## src/rtl/seven_stage_memory_arbiter_pkg.sv

```systemverilog
// Shared constants and types for the seven-stage core memory arbiter.
package seven_stage_memory_arbiter_pkg;

    // Tag stored per outstanding read: which stage the response belongs to.
    localparam logic TAG_I = 1'b0;
    localparam logic TAG_D = 1'b1;

    // Which requester owns the memory port this cycle.
    typedef enum logic [1:0] {
        GRANT_NONE = 2'd0,
        GRANT_I    = 2'd1,
        GRANT_D    = 2'd2
    } grant_e;

endpackage

```

## src/rtl/seven_stage_tag_fifo.sv

```systemverilog
// 1-bit-wide synchronous FIFO holding the requester tag of each outstanding read.
module seven_stage_tag_fifo #(
    parameter int DEPTH = 4
) (
    input  logic                     clock,
    input  logic                     reset,
    input  logic                     push,
    input  logic                     push_tag,
    input  logic                     pop,
    output logic                     head_tag,
    output logic                     full,
    output logic                     empty,
    output logic [$clog2(DEPTH):0]   count
);

    localparam int PTR_W = $clog2(DEPTH);
    localparam int CNT_W = PTR_W + 1;

    logic [DEPTH-1:0] tags;
    logic [PTR_W-1:0] wr_ptr;
    logic [PTR_W-1:0] rd_ptr;
    logic             do_push;
    logic             do_pop;

    assign full     = (count == CNT_W'(DEPTH));
    assign empty    = (count == '0);
    assign do_push  = push & ~full;
    assign do_pop   = pop & ~empty;
    assign head_tag = tags[rd_ptr];

    // Pointers wrap naturally because DEPTH is a power of two.
    always_ff @(posedge clock) begin
        if (reset) begin
            wr_ptr <= '0;
            rd_ptr <= '0;
            count  <= '0;
        end else begin
            if (do_push) begin
                tags[wr_ptr] <= push_tag;
                wr_ptr       <= wr_ptr + PTR_W'(1);
            end
            if (do_pop) begin
                rd_ptr <= rd_ptr + PTR_W'(1);
            end
            case ({do_push, do_pop})
                2'b10:   count <= count + CNT_W'(1);
                2'b01:   count <= count - CNT_W'(1);
                default: count <= count;
            endcase
        end
    end

endmodule

```

## src/rtl/seven_stage_memory_arbiter.sv

```systemverilog
// Shares one memory port between the fetch-issue (I) and memory-issue (D)
// stages, routing in-order read responses back via a tag FIFO.
//
// Handshake: a request is presented on mem_read/mem_write with its address
// and data; it is accepted only in a cycle where the port is granted to it
// and mem_ready is high. Read responses arrive on mem_valid strictly in
// request order, one per accepted read; writes are posted with no response.
module seven_stage_memory_arbiter
    import seven_stage_memory_arbiter_pkg::*;
#(
    parameter int CORE            = 0,
    parameter int DATA_WIDTH      = 32,
    parameter int ADDRESS_BITS    = 32,
    parameter int MAX_OUTSTANDING = 4,
    parameter int STARVE_LIMIT    = 3,
    parameter int SCAN_CYCLES_MIN = 0,
    parameter int SCAN_CYCLES_MAX = 1000
) (
    input  logic                      clock,
    input  logic                      reset,
    input  logic                      i_read,
    input  logic [ADDRESS_BITS-1:0]   i_address,
    output logic                      i_valid,
    output logic [DATA_WIDTH-1:0]     i_data,
    input  logic                      d_read,
    input  logic                      d_write,
    input  logic [ADDRESS_BITS-1:0]   d_address,
    input  logic [DATA_WIDTH-1:0]     d_data_in,
    input  logic [DATA_WIDTH/8-1:0]   d_byte_en,
    output logic                      d_valid,
    output logic [DATA_WIDTH-1:0]     d_data_out,
    output logic                      mem_read,
    output logic                      mem_write,
    output logic [ADDRESS_BITS-1:0]   mem_address,
    output logic [DATA_WIDTH-1:0]     mem_data_out,
    output logic [DATA_WIDTH/8-1:0]   mem_byte_en,
    input  logic                      mem_ready,
    input  logic                      mem_valid,
    input  logic [DATA_WIDTH-1:0]     mem_data_in,
    output logic                      i_mem_issue_hazard,
    output logic                      d_mem_issue_hazard,
    output logic                      resp_error,
    input  logic                      scan
);

    localparam int CNT_W    = $clog2(MAX_OUTSTANDING) + 1;
    localparam int STARVE_W = $clog2(STARVE_LIMIT + 1);

    grant_e              grant;
    logic                d_req;
    logic                d_is_read;
    logic                i_ok;
    logic                d_ok;
    logic                starve_hit;
    logic                i_accept;
    logic                d_accept;
    logic                push;
    logic                push_tag;
    logic                pop;
    logic                head_tag;
    logic                fifo_full;
    logic                fifo_empty;
    logic [CNT_W-1:0]    fifo_count;
    logic [STARVE_W-1:0] starve_cnt;

    // A combined read+write from D is treated as a write (the write wins).
    assign d_req      = d_read | d_write;
    assign d_is_read  = d_read & ~d_write;
    // Reads need a free tag slot; a same-cycle pop does not free one early.
    assign i_ok       = i_read & ~fifo_full;
    assign d_ok       = d_write | (d_is_read & ~fifo_full);
    assign starve_hit = (starve_cnt == STARVE_W'(STARVE_LIMIT));

    // Pick the port owner: D by default, I when D cannot go or I is starving.
    always_comb begin
        grant = GRANT_NONE;
        if (i_ok && (starve_hit || !d_ok)) begin
            grant = GRANT_I;
        end else if (d_ok) begin
            grant = GRANT_D;
        end
    end

    assign i_accept = (grant == GRANT_I) & mem_ready;
    assign d_accept = (grant == GRANT_D) & mem_ready;

    assign i_mem_issue_hazard = i_read & ~i_accept;
    assign d_mem_issue_hazard = d_req & ~d_accept;

    // Drive the memory port from the granted requester only.
    always_comb begin
        mem_read     = 1'b0;
        mem_write    = 1'b0;
        mem_address  = '0;
        mem_data_out = '0;
        mem_byte_en  = '0;
        if (grant == GRANT_I) begin
            mem_read    = 1'b1;
            mem_address = i_address;
        end else if (grant == GRANT_D) begin
            mem_read    = d_is_read;
            mem_write   = d_write;
            mem_address = d_address;
            if (d_write) begin
                mem_data_out = d_data_in;
                mem_byte_en  = d_byte_en;
            end
        end
    end

    assign push     = i_accept | (d_accept & d_is_read);
    assign push_tag = i_accept ? TAG_I : TAG_D;
    assign pop      = mem_valid & ~fifo_empty;

    seven_stage_tag_fifo #(
        .DEPTH (MAX_OUTSTANDING)
    ) u_tag_fifo (
        .clock    (clock),
        .reset    (reset),
        .push     (push),
        .push_tag (push_tag),
        .pop      (pop),
        .head_tag (head_tag),
        .full     (fifo_full),
        .empty    (fifo_empty),
        .count    (fifo_count)
    );

    // Steer each response to the stage named by the head tag, same cycle.
    always_comb begin
        i_valid    = 1'b0;
        i_data     = '0;
        d_valid    = 1'b0;
        d_data_out = '0;
        if (pop) begin
            if (head_tag == TAG_D) begin
                d_valid    = 1'b1;
                d_data_out = mem_data_in;
            end else begin
                i_valid = 1'b1;
                i_data  = mem_data_in;
            end
        end
    end

    // Count D wins while I waits; any I acceptance or idle I clears it.
    always_ff @(posedge clock) begin
        if (reset) begin
            starve_cnt <= '0;
        end else if (i_accept || !i_read) begin
            starve_cnt <= '0;
        end else if (d_accept && !starve_hit) begin
            starve_cnt <= starve_cnt + STARVE_W'(1);
        end
    end

    // Flag a response that has no outstanding read to match it; sticky.
    always_ff @(posedge clock) begin
        if (reset) begin
            resp_error <= 1'b0;
        end else if (mem_valid && fifo_empty) begin
            resp_error <= 1'b1;
        end
    end

`ifndef SYNTHESIS
    int scan_cycle;

    // Cycle-level trace of arbitration decisions for debug runs.
    always_ff @(posedge clock) begin
        if (reset) begin
            scan_cycle <= 0;
        end else begin
            scan_cycle <= scan_cycle + 1;
        end
        if (scan && scan_cycle >= SCAN_CYCLES_MIN && scan_cycle <= SCAN_CYCLES_MAX) begin
            $display("core%0d cyc=%0d grant=%s cnt=%0d i_haz=%0b d_haz=%0b",
                     CORE, scan_cycle, grant.name(), fifo_count,
                     i_mem_issue_hazard, d_mem_issue_hazard);
        end
    end
`endif

endmodule

```

## config.mk

```make
export PLATFORM = sky130hd
export DESIGN_NAME = seven_stage_memory_arbiter
export DESIGN_NICKNAME = d
export VERILOG_FILES = /design/src/rtl/seven_stage_memory_arbiter_pkg.sv /design/src/rtl/seven_stage_tag_fifo.sv /design/src/rtl/seven_stage_memory_arbiter.sv
export SDC_FILE = /design/constraint.sdc
export NUM_CORES = 1
export LEC_CHECK = 0
export BUFFER_PORTS_ARGS = -buffer_cell sky130_fd_sc_hd__buf_2
export CORE_AREA = 4 4 105 107
export CTS_BUF_LIST = sky130_fd_sc_hd__clkbuf_8 sky130_fd_sc_hd__clkbuf_16
export DETAILED_ROUTE_END_ITERATION = 8
export DIE_AREA = 0 0 109 111
export PLACE_DENSITY = 0.56
export SETUP_SLACK_MARGIN = 0.02
export SLEW_MARGIN = 10
export SYNTH_ARGS = -nofsm -noshare
export SYNTH_HDL_FRONTEND = slang
export SYNTH_SLANG_ARGS = --single-unit
export TNS_END_PERCENT = 10
```

## constraint.sdc

```tcl
create_clock -name clock -period 2.9 [get_ports clock]
set_input_delay 0 -clock clock [delete_from_list [all_inputs] [get_ports clock]]
set_output_delay 0 -clock clock [all_outputs]
set_load 0.005 [all_outputs]
```

=== Yosys cells after proc, flatten, opt, wreduce, memory -nomap -nowiden ===
Index checks and enable logic that the tools add are counted.

* Register bits after elaboration: 14
* Logic and storage cells: 82

* $add $sub $neg: 5
* Magnitude comparators: 3
* Equality and inequality tests: 6
* Multiplexer cells: 29
* Bitwise logic cells: 20
* Reduce and logical (&&, ||, !) cells: 13

{| class="wikitable"
|+ Operators by type and width
! kind !! count
|-
| 32-bit two-way mux || 9
|-
| 4-bit two-way mux || 3
|-
| 1-bit bitwise AND || 11
|-
| 1-bit two-way mux || 11
|-
| 2-bit by 1-bit adder with 2-bit output (second input constant) || 3
|-
| 2-bit equality test (second input constant) || 3
|-
| 2-bit by 3-bit < comparator with 1-bit output (second input constant) || 2
|-
| 1-bit NOT || 6
|-
| 3-bit one-hot mux with 2 select lines || 1
|-
| 4-bit bitwise mux || 1
|-
| 2-bit by 1-bit equality test with 1-bit output (second input constant) || 2
|-
| 1-bit logical AND || 4
|-
| 2-bit two-way mux || 2
|-
| 3-bit by 1-bit adder with 3-bit output (second input constant) || 1
|-
| 3-bit equality test (second input constant) || 1
|-
| 1-bit zero test || 3
|-
| 3-bit zero test || 1
|-
| 1-bit bitwise OR || 3
|-
| 3-bit by 1-bit subtractor with 3-bit output (second input constant) || 1
|-
| 1-bit binary-select mux with 2-bit select || 1
|-
| 1-bit demux with 2-bit select || 1
|-
| 2-bit by 1-bit >= comparator with 1-bit output (second input constant) || 1
|-
| 1-bit logical OR || 2
|-
| 2-bit AND reduction || 1
|-
| 2 further kinds || 2
|}

=== Longest topological paths before layout ===
* Depth after elaboration: 15
* Depth in mapped cells: 10

=== Hierarchy ===
A second synthesis with hierarchy kept.

* Cell total of the unflattened synthesis: 250
* Area, all modules: 1,956.9 µm²

{| class="wikitable"
|+ Modules (own cells, without submodules)
! module !! instances !! cells an instance !! area an instance (µm²) !! seq. area each (µm²)
|-
| seven_stage_memory_arbiter || 1 || 194 || 1,366.3 || 60.1
|-
| seven_stage_tag_fifo || 1 || 56 || 590.6 || 260.2
|}

=== Least setup slack after synthesis ===
Ideal clock, no wire load.

* Kind: reg2reg
* Start point: register u_tag_fifo.count[1]
* End point: register u_tag_fifo.count[2]
* Setup time: 0.070 ns
* Arrival time: 2.136 ns
* Setup slack: 0.694 ns
* Cell stages (with the launch flop): 11
* Path buffers: 1
* Cell sequence: dfxtp_1 -> buf_2 -> nor3b_1 -> a211oi_1 -> inv_1 -> ha_1 -> inv_1 -> fa_1 -> xor2_1 -> or3_2 -> a21oi_1

* Cells in the longest elaborated chain, start to end: 15
* Elaborated cells between the ends (all ways): 27
* Classes of those cells: add/sub: 2; eq/ne: 5; mux: 3; bitwise: 12; reduce/logical: 5

{| class="wikitable"
|+ RTL lines
! element !! line !! source
|-
| start, declared || seven_stage_tag_fifo.sv:13 || <nowiki>output logic [$clog2(DEPTH):0] count</nowiki>
|-
| start signal, assigned || seven_stage_tag_fifo.sv:46 || <nowiki>2'b10: count <= count + CNT_W'(1);</nowiki>
|-
| start signal, assigned || seven_stage_tag_fifo.sv:47 || <nowiki>2'b01: count <= count - CNT_W'(1);</nowiki>
|-
| start signal, assigned || seven_stage_tag_fifo.sv:48 || <nowiki>default: count <= count;</nowiki>
|-
| 3-bit equality test || seven_stage_tag_fifo.sv:25 || <nowiki>assign full = (count == CNT_W'(DEPTH));</nowiki>
|-
| 1-bit NOT || seven_stage_tag_fifo.sv:27, seven_stage_memory_arbiter.sv:70, seven_stage_memory_arbiter.sv:71 ||
|-
| 1-bit bitwise AND || seven_stage_memory_arbiter.sv:71 || <nowiki>assign d_ok = d_write | (d_is_read & ~fifo_full);</nowiki>
|-
| 1-bit bitwise OR || seven_stage_memory_arbiter.sv:71 ||
|-
| 1-bit zero test || seven_stage_memory_arbiter.sv:77 || <nowiki>if (i_ok && (starve_hit || !d_ok)) begin</nowiki>
|-
| 1-bit logical OR || seven_stage_memory_arbiter.sv:77 ||
|-
| 1-bit logical AND || seven_stage_memory_arbiter.sv:77 ||
|-
| 2-bit two-way mux || seven_stage_memory_arbiter.sv:77 ||
|-
| 2-bit equality test || seven_stage_memory_arbiter.sv:85 || <nowiki>assign d_accept = (grant == GRANT_D) & mem_ready;</nowiki>
|-
| 1-bit bitwise AND || seven_stage_memory_arbiter.sv:85 ||
|-
| 1-bit bitwise AND || seven_stage_memory_arbiter.sv:111 || <nowiki>assign push = i_accept | (d_accept & d_is_read);</nowiki>
|-
| 1-bit bitwise OR || seven_stage_memory_arbiter.sv:111 ||
|-
| 1-bit bitwise AND || seven_stage_tag_fifo.sv:27 || <nowiki>assign do_push = push & ~full;</nowiki>
|-
| 2-bit by 1-bit equality test with 1-bit output or 2-bit equality test (tied branches) || seven_stage_tag_fifo.sv:45 || <nowiki>case ({do_push, do_pop})</nowiki>
|-
| 3-bit one-hot mux with 2 select lines or 2-bit nonzero test (tied branches) || - ||
|}

Several ways; a longest one is shown, not always the timed one.
A chain may end at the register's enable or synchronous reset.

=== Worst setup path in the final report ===
* Start point: register u_tag_fifo.count[2]
* End point: register u_tag_fifo.count[2]

The elaborated chain is that of the path after synthesis.

==> run summary <==
Entering global routing, the biggest net connects 38 pins. The data arrival time at the worst-slack endpoint is between 2000 and 3000 ps. The maximum level of the CTS H-tree came out at 1. The number of instances in the synthesized netlist came out at 236. Setup violations remaining at the end of the flow were counted as 0. The routed layout has between 2000 and 3000 vias. During synthesis, Yosys emitted a total of 0 warnings. The global-route wire length before repair is ~12000 um. The adder-cell share of the synthesized area came out at 0.04948. The DRC violation count after routing is 0.

The setup total negative slack came out at 0 ps. The clock transition at the registers of the reported paths is approximately 60 ps. The setup path with the least slack is of type register to register.

The synthesized flop and latch total is 14. The run finished with clean final reports. The average wire per cell in the routed design is ~13 um. The post-synthesis average cell area is between 8 and 9 um2. From bottom edge to top edge, the die measures 111 um. The initial antenna violation count is 0. The CTS tree is yes. The relative area change from synthesis to final layout came out at 77.99%. The first-pass iteration count of the detailed router is 4.

In this run the tool buffered the top-level ports with 277 buffer cells. The total clock buffers created by CTS came out at 3. The fraction of the mapped netlist area in simple logic gates is 0.4180. The number of setup buffers added after CTS is 0.

The routability congestion estimate came out at between 0.8 and 0.9. The number of nets in the layout is about 650. The number of cells in the finished layout apart from fillers is 637.

The min-delay analysis places its worst path in the category input port to register. The antenna diode instance count came out at 0. Once the clock tree was built, the resizer swapped 0 gates to a different size. The max-capacitance violation count is 0. 279 I/O pins were placed. The post-route clock skew came out at about 1.9 ps. The total wirelength of the detailed-routed design came out at roughly 8200 um. The buffer type at the clock tree root is sky130_fd_sc_hd__clkbuf_8.

In this run, placement finished with an instance count of between 600 and 700. For this run, asynchronously set or reset flops after synthesis account for 0. Synthesis produced a netlist with a net count of 383.

The number of different library cells in the post-synthesis netlist came out at 37. The detailed placement HPWL is roughly 7000 um. The floorplan step defined a core boundary enclosing ~10000 um2. The cell area after synthesis is approximately 1900 um2. The total congestion overflow came out at 0. The total global routing track utilization is 0.1230. The required arrival time at the worst endpoint is 3080 ps. The number of cells traversed by the worst hold path came out at 3. Fill cells in the final layout number 1108. The largest voltage drop on the vdd net came out at 0.0001496 V. For this run, the leading register cell type out of synthesis is sky130_fd_sc_hd__dfxtp_1.

The max-slew violation count came to 0. The initialized floorplan defines 37 standard-cell rows. The multiplexer fraction of the synthesized cell area is 0.02279.

The worst-margin pin slew is about 790 ps. The number of failing hold endpoints at the final stage is 0. Across all hold checks on the routed design, the worst slack comes to ~12 ps. Yosys mapped a number of flops with a built-in enable equal to 4. The initial core utilization came out at 0.1896. The layout cell share with drive strength beyond 1 came out at 0.6387. STA classifies the critical path endpoint as a register. Setup repair after global routing left no endpoint under its margin. The relative max-transition margin came out at 0.4747. The insertion delay of the later-clocked pin in the worst-skew pair came out at around 250 ps. The maximum achievable frequency is 409.1 MHz. The portion of the post-synthesis area used by sequential elements is 0.1667. The post-layout minimum cycle time is approximately 2400 ps. The post-synthesis compound-gate area fraction came out at 0.2435. The tree built by TritonCTS fans out to 14 sinks.

The maximum root-to-sink buffer count came out at 2. The power per standard cell area came out at about 340 nW/um2. The number of nets with antenna violations after detailed routing is 0.

After the first detailed-routing iteration, the DRC count stood at 137. The ratio of routed vias to standard cells came out at between 4 and 5. The utilization after layout came out at 0.3374.

The floorplan step defined a die boundary enclosing around 12000 um2. The combinational family with the most area after synthesis is simple AND/OR/NAND/NOR gates. The kind of start point of the critical path is a register. The horizontal extent of the die is roughly 110 um. The total of hold buffers inserted after clock tree synthesis is 0. The portion of the clock cycle consumed by the worst path in the final layout came out at 0.8429. The XOR/XNOR share of the synthesized area came out at 0.01823. The number of global-route vias before repair is 2584. Counting cells, the worst reg-to-reg path comes to 9. The static leakage is ~2 nW. Along the worst path, the maximum fanout reaches 8.
-- cell families (layout without fill, tap and decap cells) --
family	after synthesis	after routing
AO/OA/AOI/OAI	52	52
XOR/XNOR	4	4
adder cells (fa/ha/maj)	7	7
buffers and inverters	27	292
flip-flops	14	14
multiplexers	3	3
AND/OR/NAND/NOR	129	129
-- critical path, cell delays in order, from the launching register on --
cell                       delay, ps
sky130_fd_sc_hd__dfxtp_1         450
sky130_fd_sc_hd__nor3b_1         360
sky130_fd_sc_hd__a211oi_1        150
sky130_fd_sc_hd__inv_1            80
sky130_fd_sc_hd__ha_1            180
sky130_fd_sc_hd__inv_1            60
sky130_fd_sc_hd__fa_1            370
sky130_fd_sc_hd__xor2_1          170
sky130_fd_sc_hd__or3_2           420
sky130_fd_sc_hd__a21oi_1         140
-- synthesized netlist by cell type (2+ instances only) --
library cell / instances / area share
sky130_fd_sc_hd__clkbuf_1: 10 / 0.020
sky130_fd_sc_hd__o31ai_1: 3 / 0.012
sky130_fd_sc_hd__a22o_1: 4 / 0.018
sky130_fd_sc_hd__dfxtp_1: 10 / 0.10
sky130_fd_sc_hd__ha_1: 6 / 0.039
sky130_fd_sc_hd__buf_2: 2 / 0.0052
sky130_fd_sc_hd__a22o_2: 28 / 0.15
sky130_fd_sc_hd__a21oi_1: 7 / 0.018
sky130_fd_sc_hd__edfxtp_1: 4 / 0.063
sky130_fd_sc_hd__and2_1: 104 / 0.34
sky130_fd_sc_hd__xor2_1: 4 / 0.018
sky130_fd_sc_hd__o21bai_1: 2 / 0.0078
sky130_fd_sc_hd__buf_6: 7 / 0.041
sky130_fd_sc_hd__nor2_1: 10 / 0.020
sky130_fd_sc_hd__nand2b_1: 3 / 0.0098
sky130_fd_sc_hd__nand2_1: 3 / 0.0059
sky130_fd_sc_hd__o21ai_0: 2 / 0.0052
sky130_fd_sc_hd__inv_1: 8 / 0.016
-- area by class of cell --
cell class / instances / area, um2 / share of cell area
Timing Repair Buffer: 280 / 1409 / 0.4119
Inverter: 8 / 30.03 / 0.008778
Sequential cell: 14 / 320.3 / 0.09364
Clock buffer: 3 / 41.29 / 0.01207
Multi-Input combinational cell: 195 / 1446 / 0.4228
Clock inverter: 1 / 3.754 / 0.001097
Tap cell: 136 / 170.2 / 0.04974
-- path summary, 6_finish.rpt --
| check | start | to | slack, ps |
|---|---|---|---|
| worst max-delay path | u_tag_fifo.count[2] | u_tag_fifo.count[2] | 460 |
| worst min-delay path | mem_valid | resp_error | 10 |
| worst max register to register | u_tag_fifo.count[2] | u_tag_fifo.count[2] | 460 |
| worst min register to register | resp_error | resp_error | 460 |
-- state kept, by name, summed over array words and instances, names as in the netlist --
name               count
u_tag_fifo.tags        4
u_tag_fifo.count       3
starve_cnt             2
u_tag_fifo.rd_ptr      2
u_tag_fifo.wr_ptr      2
resp_error             1
-- placed cells by master, fill, tap and decap left out, drive strengths merged --
cell type    n
or4b         1
a22o        32
a311oi       1
mux2i        1
a21oi        7
a2111oi      1
nor2b        1
nor2        10
mux2         1
edfxtp       4
clkbuf       3
ha           6
fa           1
and3         1
o21bai       2
o21a         1
o311ai       1
mux4         1
dfxtp       10
and2       104
inv          8
clkinv       1
nand2b       3
buf        280
a311o        1
or3b         1
nor3b        1
nand2        3
o21ai        2
nor4b        1
a211oi       1
xor2         4
o31ai        3
or3          1
nor3         1
or4          1
-- power by group --
part           internal, mW  total, mW  switching (mW)
registers             0.229      0.274          0.0451
logic                 0.392      0.731           0.340
clock network        0.0939      0.168          0.0741
-- metrics by stage --
stage | instance area [um2] | total power, mW | setup WS (ps)
after floorplan | 1922 | 0.6886 | 693.9
after global placement | 3374 | 1.002 | 568.3
after detailed placement | 3374 | 1.018 | 472.0
after CTS | 3420 | 1.191 | 429.7
after global routing | 3421 | 1.292 | 250.5
final | 3421 | 1.174 | 455.4
-- layer usage --
| layer | global-route usage | vias to the layer above | routed length (um) | share of wire |
|---|---|---|---|---|
| met5 | 0 | - | 0 | 0 |
| met4 | 0.04125 | 0 | 134 | 0.016 |
| met3 | 0.02563 | 9 | 798 | 0.098 |
| met2 | 0.2273 | 148 | 4254 | 0.52 |
| met1 | 0.1363 | 1163 | 2991 | 0.37 |
| li1 | - | 1334 | - | - |
(Power assumes the default switching activity.)
